[config.mk]
export PLATFORM = sky130hd
export DESIGN_NAME = vga_timing_monitor_flat
export DESIGN_NICKNAME = d
export VERILOG_FILES = /design/src/rtl/vga_timing_pkg.sv /design/src/rtl/vga_timing_monitor_if.sv /design/src/rtl/sync_edge_det.sv /design/src/rtl/vga_timing_monitor.sv /design/src/flat_wrapper.sv
export SDC_FILE = /design/constraint.sdc
export NUM_CORES = 1
export LEC_CHECK = 0
export CAP_MARGIN = 20
export CORE_MARGIN = 5
export CORE_UTILIZATION = 40
export DETAILED_ROUTE_END_ITERATION = 16
export PLACE_DENSITY = 0.67
export SYNTH_ARGS = -nofsm -noshare
export SYNTH_HDL_FRONTEND = slang
export SYNTH_SLANG_ARGS = --single-unit
[constraint.sdc]
create_clock -name clk -period 4.7 [get_ports clk]
set_input_delay 0.705 -clock clk [delete_from_list [all_inputs] [get_ports clk]]
set_output_delay 0.705 -clock clk [all_outputs]
set_load 0.01 [all_outputs]
[src/rtl/vga_timing_pkg.sv]
// Shared 640x480@60 (800x525) timing constants and lock-state encoding for the
// VGA raster generator and the timing monitor.
package vga_timing_pkg;

  localparam int H_TOTAL_NOM     = 800;
  localparam int H_SYNC_NOM      = 96;
  localparam int H_START_NOM     = 144;
  localparam int H_ACTIVE_NOM    = 640;
  localparam int V_TOTAL_NOM     = 525;
  localparam int V_START_NOM     = 35;
  localparam int V_ACTIVE_NOM    = 480;
  localparam int LOCK_FRAMES_NOM = 2;

  localparam int                CNT_W   = 10;
  localparam logic [CNT_W-1:0]  CNT_MAX = '1;

  typedef enum logic [1:0] {
    SEARCH,
    ACQUIRE,
    LOCKED
  } lock_state_t;

  function automatic logic [CNT_W-1:0] sat_inc(input logic [CNT_W-1:0] v);
    return (v == CNT_MAX) ? v : v + 1'b1;
  endfunction

endpackage

[src/rtl/vga_timing_monitor_if.sv]
// Raster timing bus: pixel strobe plus sync/data-enable as seen at a receive port.
interface vga_timing_monitor_if;

  logic enable;
  logic hsync;
  logic vsync;
  logic de;

  modport master (output enable, hsync, vsync, de);
  modport slave  (input  enable, hsync, vsync, de);

endinterface

[src/rtl/sync_edge_det.sv]
// Enable-qualified sample register with rise/fall pulses taken against the
// previously stored sample.
module sync_edge_det (
  input  logic clk,
  input  logic reset,
  input  logic en,
  input  logic d,
  output logic q,
  output logic rise,
  output logic fall
);

  // NOTE: sequential state uses non-blocking assignments only.
  always_ff @(posedge clk) begin
    if (reset) q <= 1'b0;
    else if (en) q <= d;
  end

  // Edges are visible in the sampling cycle so the consumer acts on the same strobe.
  assign rise = en &  d & ~q;
  assign fall = en & ~d &  q;

endmodule

[src/rtl/vga_timing_monitor.sv]
// Receive-side VGA timing checker: recovers x/y, measures line/frame periods,
// declares lock on the configured mode and flags timing and de errors.
module vga_timing_monitor
  import vga_timing_pkg::*;
#(
  parameter int H_TOTAL     = H_TOTAL_NOM,
  parameter int H_SYNC      = H_SYNC_NOM,
  parameter int H_START     = H_START_NOM,
  parameter int H_ACTIVE    = H_ACTIVE_NOM,
  parameter int V_TOTAL     = V_TOTAL_NOM,
  parameter int V_START     = V_START_NOM,
  parameter int V_ACTIVE    = V_ACTIVE_NOM,
  parameter int LOCK_FRAMES = LOCK_FRAMES_NOM
) (
  input  logic                 clk,
  input  logic                 reset,
  vga_timing_monitor_if.slave  vga,
  output logic [CNT_W-1:0]     x,
  output logic [CNT_W-1:0]     y,
  output logic                 pixel_valid,
  output logic                 locked,
  output logic [CNT_W-1:0]     h_period,
  output logic [CNT_W-1:0]     v_period,
  output logic                 timing_err,
  output logic                 de_err,
  output logic [7:0]           err_count
);

  localparam logic [CNT_W-1:0] H_TOT   = CNT_W'(H_TOTAL);
  localparam logic [CNT_W-1:0] H_SW    = CNT_W'(H_SYNC);
  localparam logic [CNT_W-1:0] H_FIRST = CNT_W'(H_START);
  localparam logic [CNT_W-1:0] H_LAST  = CNT_W'(H_START + H_ACTIVE - 1);
  localparam logic [CNT_W-1:0] V_TOT   = CNT_W'(V_TOTAL);
  localparam logic [CNT_W-1:0] V_FIRST = CNT_W'(V_START);
  localparam logic [CNT_W-1:0] V_LAST  = CNT_W'(V_START + V_ACTIVE - 1);
  localparam logic [7:0]       LOCK_N  = 8'(LOCK_FRAMES);

  logic en;
  logic hs_q, h_rise, h_fall, v_rise, vs_q_unused, v_fall_unused;
  logic [CNT_W-1:0] hcnt, vcnt, hs_width, hcnt_nxt, vcnt_nxt, h_len, v_len;
  logic v_pend, frame_ok;
  logic v_start, line_bad, width_bad, frame_len_bad, timeout, frame_good;
  logic terr, de_mis, pv_nxt;
  lock_state_t state;
  logic [7:0] good_frames;

  assign en = vga.enable;

  sync_edge_det u_hsync_det (
    .clk  (clk),
    .reset(reset),
    .en   (en),
    .d    (vga.hsync),
    .q    (hs_q),
    .rise (h_rise),
    .fall (h_fall)
  );

  // vsync only moves with hsync fall, so it is sampled there.
  sync_edge_det u_vsync_det (
    .clk  (clk),
    .reset(reset),
    .en   (en & h_fall),
    .d    (vga.vsync),
    .q    (vs_q_unused),
    .rise (v_rise),
    .fall (v_fall_unused)
  );

  // A vsync rise is held until the next line start, which becomes line 0.
  assign v_start       = h_rise & v_pend;
  assign h_len         = sat_inc(hcnt);
  assign v_len         = sat_inc(vcnt);
  assign line_bad      = h_rise && (h_len != H_TOT);
  assign width_bad     = h_fall && (hs_width != H_SW);
  assign frame_len_bad = v_start && (v_len != V_TOT);
  assign frame_good    = frame_ok && !line_bad && !frame_len_bad;
  assign timeout       = en && !h_rise && (hcnt == CNT_MAX - 1'b1);
  assign terr          = timeout ||
                         ((state == LOCKED) && (line_bad || width_bad || frame_len_bad));

  // NOTE: every comb output gets a default first so no latch is inferred.
  always_comb begin
    hcnt_nxt = sat_inc(hcnt);
    vcnt_nxt = vcnt;
    if (h_rise) hcnt_nxt = '0;
    if (v_start)     vcnt_nxt = '0;
    else if (h_rise) vcnt_nxt = v_len;
  end

  // Lock only changes outside the active window, so the current state is enough here.
  assign pv_nxt = (state == LOCKED) &&
                  (hcnt_nxt >= H_FIRST) && (hcnt_nxt <= H_LAST) &&
                  (vcnt_nxt >= V_FIRST) && (vcnt_nxt <= V_LAST);
  assign de_mis = en && (state == LOCKED) && (vga.de != pv_nxt);

  always_ff @(posedge clk) begin
    if (reset) begin
      hcnt        <= '0;
      vcnt        <= '0;
      hs_width    <= '0;
      v_pend      <= 1'b0;
      frame_ok    <= 1'b0;
      state       <= SEARCH;
      good_frames <= '0;
      x           <= '0;
      y           <= '0;
      pixel_valid <= 1'b0;
      locked      <= 1'b0;
      h_period    <= '0;
      v_period    <= '0;
      timing_err  <= 1'b0;
      de_err      <= 1'b0;
      err_count   <= '0;
    end else begin
      timing_err <= terr;
      de_err     <= de_mis;
      if ((terr || de_mis) && (err_count != 8'hFF)) err_count <= err_count + 1'b1;

      if (en) begin
        hcnt        <= hcnt_nxt;
        vcnt        <= vcnt_nxt;
        x           <= hcnt_nxt - H_FIRST;
        y           <= vcnt_nxt - V_FIRST;
        pixel_valid <= pv_nxt;

        if (h_rise) begin
          h_period <= h_len;
          hs_width <= CNT_W'(1);
        end else if (hs_q && vga.hsync) begin
          hs_width <= sat_inc(hs_width);
        end

        if (v_rise)       v_pend <= 1'b1;
        else if (v_start) v_pend <= 1'b0;

        if (v_start) v_period <= v_len;

        if (v_start)                                frame_ok <= 1'b1;
        else if (line_bad || width_bad || timeout)  frame_ok <= 1'b0;

        if (timeout) begin
          state       <= SEARCH;
          locked      <= 1'b0;
          good_frames <= '0;
        end else begin
          case (state)
            SEARCH: if (v_start) begin
              state       <= ACQUIRE;
              good_frames <= '0;
            end
            ACQUIRE: if (v_start) begin
              if (!frame_good) begin
                good_frames <= '0;
              end else if (good_frames + 8'd1 == LOCK_N) begin
                state       <= LOCKED;
                locked      <= 1'b1;
                good_frames <= '0;
              end else begin
                good_frames <= good_frames + 8'd1;
              end
            end
            LOCKED: if (line_bad || width_bad || frame_len_bad) begin
              state       <= ACQUIRE;
              locked      <= 1'b0;
              good_frames <= '0;
            end
            default: state <= SEARCH;
          endcase
        end
      end
    end
  end

endmodule

[src/flat_wrapper.sv]
// flat-port wrapper written by rule: the top's interface ports become plain ports
module vga_timing_monitor_flat import vga_timing_pkg::*;
#(
  parameter int H_TOTAL     = H_TOTAL_NOM,
  parameter int H_SYNC      = H_SYNC_NOM,
  parameter int H_START     = H_START_NOM,
  parameter int H_ACTIVE    = H_ACTIVE_NOM,
  parameter int V_TOTAL     = V_TOTAL_NOM,
  parameter int V_START     = V_START_NOM,
  parameter int V_ACTIVE    = V_ACTIVE_NOM,
  parameter int LOCK_FRAMES = LOCK_FRAMES_NOM
)
  (clk, reset, x, y, pixel_valid, locked, h_period, v_period, timing_err, de_err, err_count, vga_enable, vga_hsync, vga_vsync, vga_de);
  vga_timing_monitor_if vga_i ();
  input  logic clk;
  input  logic reset;
  output logic [CNT_W-1:0] x;
  output logic [CNT_W-1:0] y;
  output logic pixel_valid;
  output logic locked;
  output logic [CNT_W-1:0] h_period;
  output logic [CNT_W-1:0] v_period;
  output logic timing_err;
  output logic de_err;
  output logic [7:0] err_count;
  input wire logic [$bits(vga_i.enable)-1:0] vga_enable;
  input wire logic [$bits(vga_i.hsync)-1:0] vga_hsync;
  input wire logic [$bits(vga_i.vsync)-1:0] vga_vsync;
  input wire logic [$bits(vga_i.de)-1:0] vga_de;
  assign vga_i.enable = vga_enable;
  assign vga_i.hsync = vga_hsync;
  assign vga_i.vsync = vga_vsync;
  assign vga_i.de = vga_de;
  vga_timing_monitor #(.H_TOTAL(H_TOTAL), .H_SYNC(H_SYNC), .H_START(H_START), .H_ACTIVE(H_ACTIVE), .V_TOTAL(V_TOTAL), .V_START(V_START), .V_ACTIVE(V_ACTIVE), .LOCK_FRAMES(LOCK_FRAMES)) u_core (.clk(clk), .reset(reset), .vga(vga_i), .x(x), .y(y), .pixel_valid(pixel_valid), .locked(locked), .h_period(h_period), .v_period(v_period), .timing_err(timing_err), .de_err(de_err), .err_count(err_count));
endmodule
==> summary.md <==
| Metric | Value |
|---|---|
| Internal power | `between 1 and 1.5 mW` |
| CTS H-tree lvls | `3` |
| CTS buffer count | `9` |
| Post-DR vias/cell | `roughly 5.7` |
| Tot Pwr | `roughly 1.7 mW` |
| CTS tree | `done` |
| Post-route setup slack | `slightly below 0.7 ns` |
| Syn Area/Cell | `8.04 sq um` |
| Cells after Synth | `roughly 660` |
| Final net count | `719` |
| Unique masters post-synth | `78` |
| Initial DRT Pass Iterations | `5` |
| Worst vdd ir | `~130 uV` |
| Switching share of total power | `23.7%` |
| Clock tree sinks | `92` |
| Worst Max-Slew Pin Slew | `0.794 ns` |
| Initial antenna violation count | `0` |
| Top fanout value on the critical path | `11` |
| PostCTS Resize Cnt | `0` |
| Starting Density | `40.6%` |
| FMAX | `about 250 MHz` |
| Ant diodes | `0` |
| Final hold vios | `0` |
| Main synth FF type | `dfxtp_1` |
| Crit. End Element | `flop` |
| Placed cell area | `between 0.005 and 0.006 sq mm` |
| CTS Hold Bufs | `0` |
| YS warnings | `0` |
| Worst setup SP type | `flop` |
| Layout Skew | `0.00874 ns` |
| Final HPWL DP | `10200 um` |
| Max_cap viols | `0` |
| Grt total ovfl | `0` |
| Row count | `42` |
| Root Driver | `clkbuf_16` |
| Core Util, Final | `47.5%` |
| Leakage power | `~2.2 nW` |
| 1st-iter DRT viols | `482` |
| Final min period | `between 4 and 5 ns` |
| Average wire per standard cell | `16.2 um` |
| GP Congestion | `0.973` |
| # IOs | `between 50 and 60` |
| Layout cells sized above 1 | `7.69%` |
| Worst-skew pair later-pin latency | `0.35 ns` |
| # port buffers | `57` |
| Switching power | `around 400 uW` |
| Status | `complete, no violations` |
| Sequential fraction of the synthesis area | `34.5%` |
| Critical path arrival | `between 4 and 5 ns` |
| Final ANT Viol Nets | `0` |
| Pre-CTS setup slack | `0.470 ns` |
| Largest net degree at the start of global routing | `75` |
| Post-synth EDFFs | `0` |
| Number of global-route vias before repair | `around 4700` |
| Chip Width | `126 um` |
| Combinational share of power | `7.6%` |
| Die ar. | `0.0158 sq mm` |
| Power Density | `268 mW/mm^2` |
| Drt total wl | `14300 um` |
| Reg power frac | `about half` |
| Crit Path Class | `flop to flop` |
| Vias | `around 5000` |
| Post-Syn Area | `0.00534 sq mm` |
| Final Cycle Share | `85.7%` |
| Required @ worst endpoint | `roughly 4.9 ns` |
| Setup TNS Final | `0 ns` |
| Finish-stage setup viols | `0` |
| Flops & latches, synth | `92` |
| Clock buffer depth | `2` |
| RSZ-0062 raised after global routing | `false` |
| Final Max Tran Viols | `0` |
| Clock edge transition at the registers on the reported setup and hold paths | `0.07 ns` |
| Area Overhead vs Synth | `16.8%` |
| CORE AREA | `0.0131 sq mm` |
| Post-synthesis async set-or-reset flop share | `0%` |
| Clk pwr share | `~44%` |
| Finished Cell Area | `0.00624 sq mm` |
| Fillers | `around 1300` |
| Slew HR | `47.1%` |
| Global-route wire length before repair | `23600 um` |
| Post-CTS Setup Repair Bufs | `0` |
| Min-Delay Path Class | `flop to flop` |
| Syn nets | `just under 700` |
| GRT Total Usage | `18.1%` |
| Die height | `~130 um` |
| DRC | `0` |
[cells by family after synthesis]
kind of cell    count (synthesis)  synth area share (%)
xor+xnor                       23                  3.77
simple gates                  288                  27.7
buf+inv                        71                  7.10
mux                            10                  1.95
fa+ha+maj                      16                  3.75
flops                          92                  34.5
compound gates                164                  21.3
[Yosys cell counts, drive strengths merged (3+ instances only)]
| master | count | area [sq um] |
|---|---|---|
| a32o | 4 | 40.0 |
| a31oi | 9 | 56.3 |
| nand2 | 69 | 259 |
| xor2 | 11 | 96.3 |
| a211oi | 10 | 75.1 |
| nor3 | 25 | 130 |
| o311a | 3 | 30.0 |
| o211ai | 9 | 77.6 |
| dfxtp | 92 | 1840 |
| o211a | 4 | 40.0 |
| a21oi | 60 | 300 |
| nor4b | 3 | 41.3 |
| clkbuf | 23 | 106 |
| nand3 | 19 | 100 |
| nand3b | 7 | 52.6 |
| o21ai | 18 | 90.1 |
| nand4 | 15 | 100 |
| o2111ai | 3 | 26.3 |
| or2 | 3 | 18.8 |
| a31o | 3 | 26.3 |
| a311oi | 5 | 43.8 |
| and4 | 7 | 65.1 |
| o21a | 3 | 22.5 |
| a22oi | 4 | 30.0 |
| a21o | 4 | 30.0 |
| xnor2 | 12 | 105 |
| mux2 | 3 | 33.8 |
| nand2b | 4 | 25.0 |
| o2111a | 3 | 33.8 |
| ha | 16 | 200 |
| nand4b | 3 | 26.3 |
| nor2 | 82 | 308 |
| or3 | 9 | 57.6 |
| and3 | 15 | 96.3 |
| nor2b | 6 | 37.5 |
| and2 | 9 | 56.3 |
| buf | 25 | 186 |
| o31ai | 3 | 22.5 |
| mux2i | 7 | 70.1 |
| nor4 | 4 | 31.3 |
| inv | 22 | 82.6 |
[sequential cells by signal, indices dropped and copies added, names as in the netlist, 2 cells and up]
signal,cells
u_core.y,10
u_core.state,2
u_core.h_period,10
u_core.hcnt,10
u_core.v_period,10
u_core.err_count,8
u_core.hs_width,10
u_core.good_frames,8
u_core.vcnt,10
u_core.x,6
[cell usage in the layout (no fill, tap or decap), types with 10 or more instances in the layout]
cell	n
xnor2_1	12
nand3_1	18
o21ai_0	18
inv_1	22
nor2_1	82
buf_4	13
a21oi_1	60
nor3_1	24
nand4_1	14
clkdlybuf4s50_1	56
nand2_1	69
and3_1	13
dfxtp_1	92
xor2_1	11
a211oi_1	10
ha_1	16
[path summary, 6_finish.rpt]
path                                    startpoint                   to  slack, ns  cells past startpoint
worst min-delay path            u_core.v_period[6]   u_core.v_period[6]       0.45                      2
worst max register to register      u_core.vcnt[1]  u_core.err_count[4]       0.67                     16
worst max-delay path                u_core.vcnt[1]  u_core.err_count[4]       0.67                     16
worst min register to register  u_core.v_period[6]   u_core.v_period[6]       0.45                      2
[critical path: stages, from the launching register on]
cell and delay, ns:
dfxtp_1 0.32, buf_4 0.16, ha_1 0.41, and4_2 0.39, nand3_1 0.20, mux2i_1 0.20, a22oi_1 0.10, inv_1 0.07
ha_1 0.18, inv_1 0.07, and4_4 0.16, or3b_1 0.38, a311oi_1 0.33, nor4_2 0.09, buf_4 0.19, nor4b_4 0.30
mux2_1 0.35
[power by group through the flow]
stage	sequential, mW	clock, mW	combinational (mW)
finish	0.807	0.737	0.126
global route	0.809	0.791	0.138
CTS	0.807	0.754	0.127
detailed placement	0.824	0	0.126
global placement	0.824	0	0.125
floorplan	0.825	0	0.0760
[through the flow]
step,hold slack (ns),instances
floorplan,0.454,664
global route,0.480,878
finish,0.452,878
global placement,0.443,862
detailed placement,0.445,862
CTS,0.455,878
[per-layer routing]
layer  vias up  wire length (um)  part of all wire, %  GRT usage [%]
met5         -                 0                    0              0
met1      2378              6660                   47           24.7
met4         0               170                  1.2           5.17
met3        11               835                  5.9           4.26
met2       148              6590                   46           28.6
li1       2468                 -                    -              -
[final cells by class]
| cell class | instances | area [sq um] | area share [%] |
|---|---|---|---|
| Timing Repair Buffer | 70 | 663 | 10.6 |
| Inverter | 23 | 86.3 | 1.38 |
| Clock inverter | 5 | 58.8 | 0.943 |
| Clock buffer | 11 | 243 | 3.89 |
| Sequential cell | 92 | 1840 | 29.5 |
| Multi-Input combinational cell | 501 | 3120 | 50.1 |
| Tap cell | 176 | 220 | 3.53 |
Power figures use the tool's default switching activity.
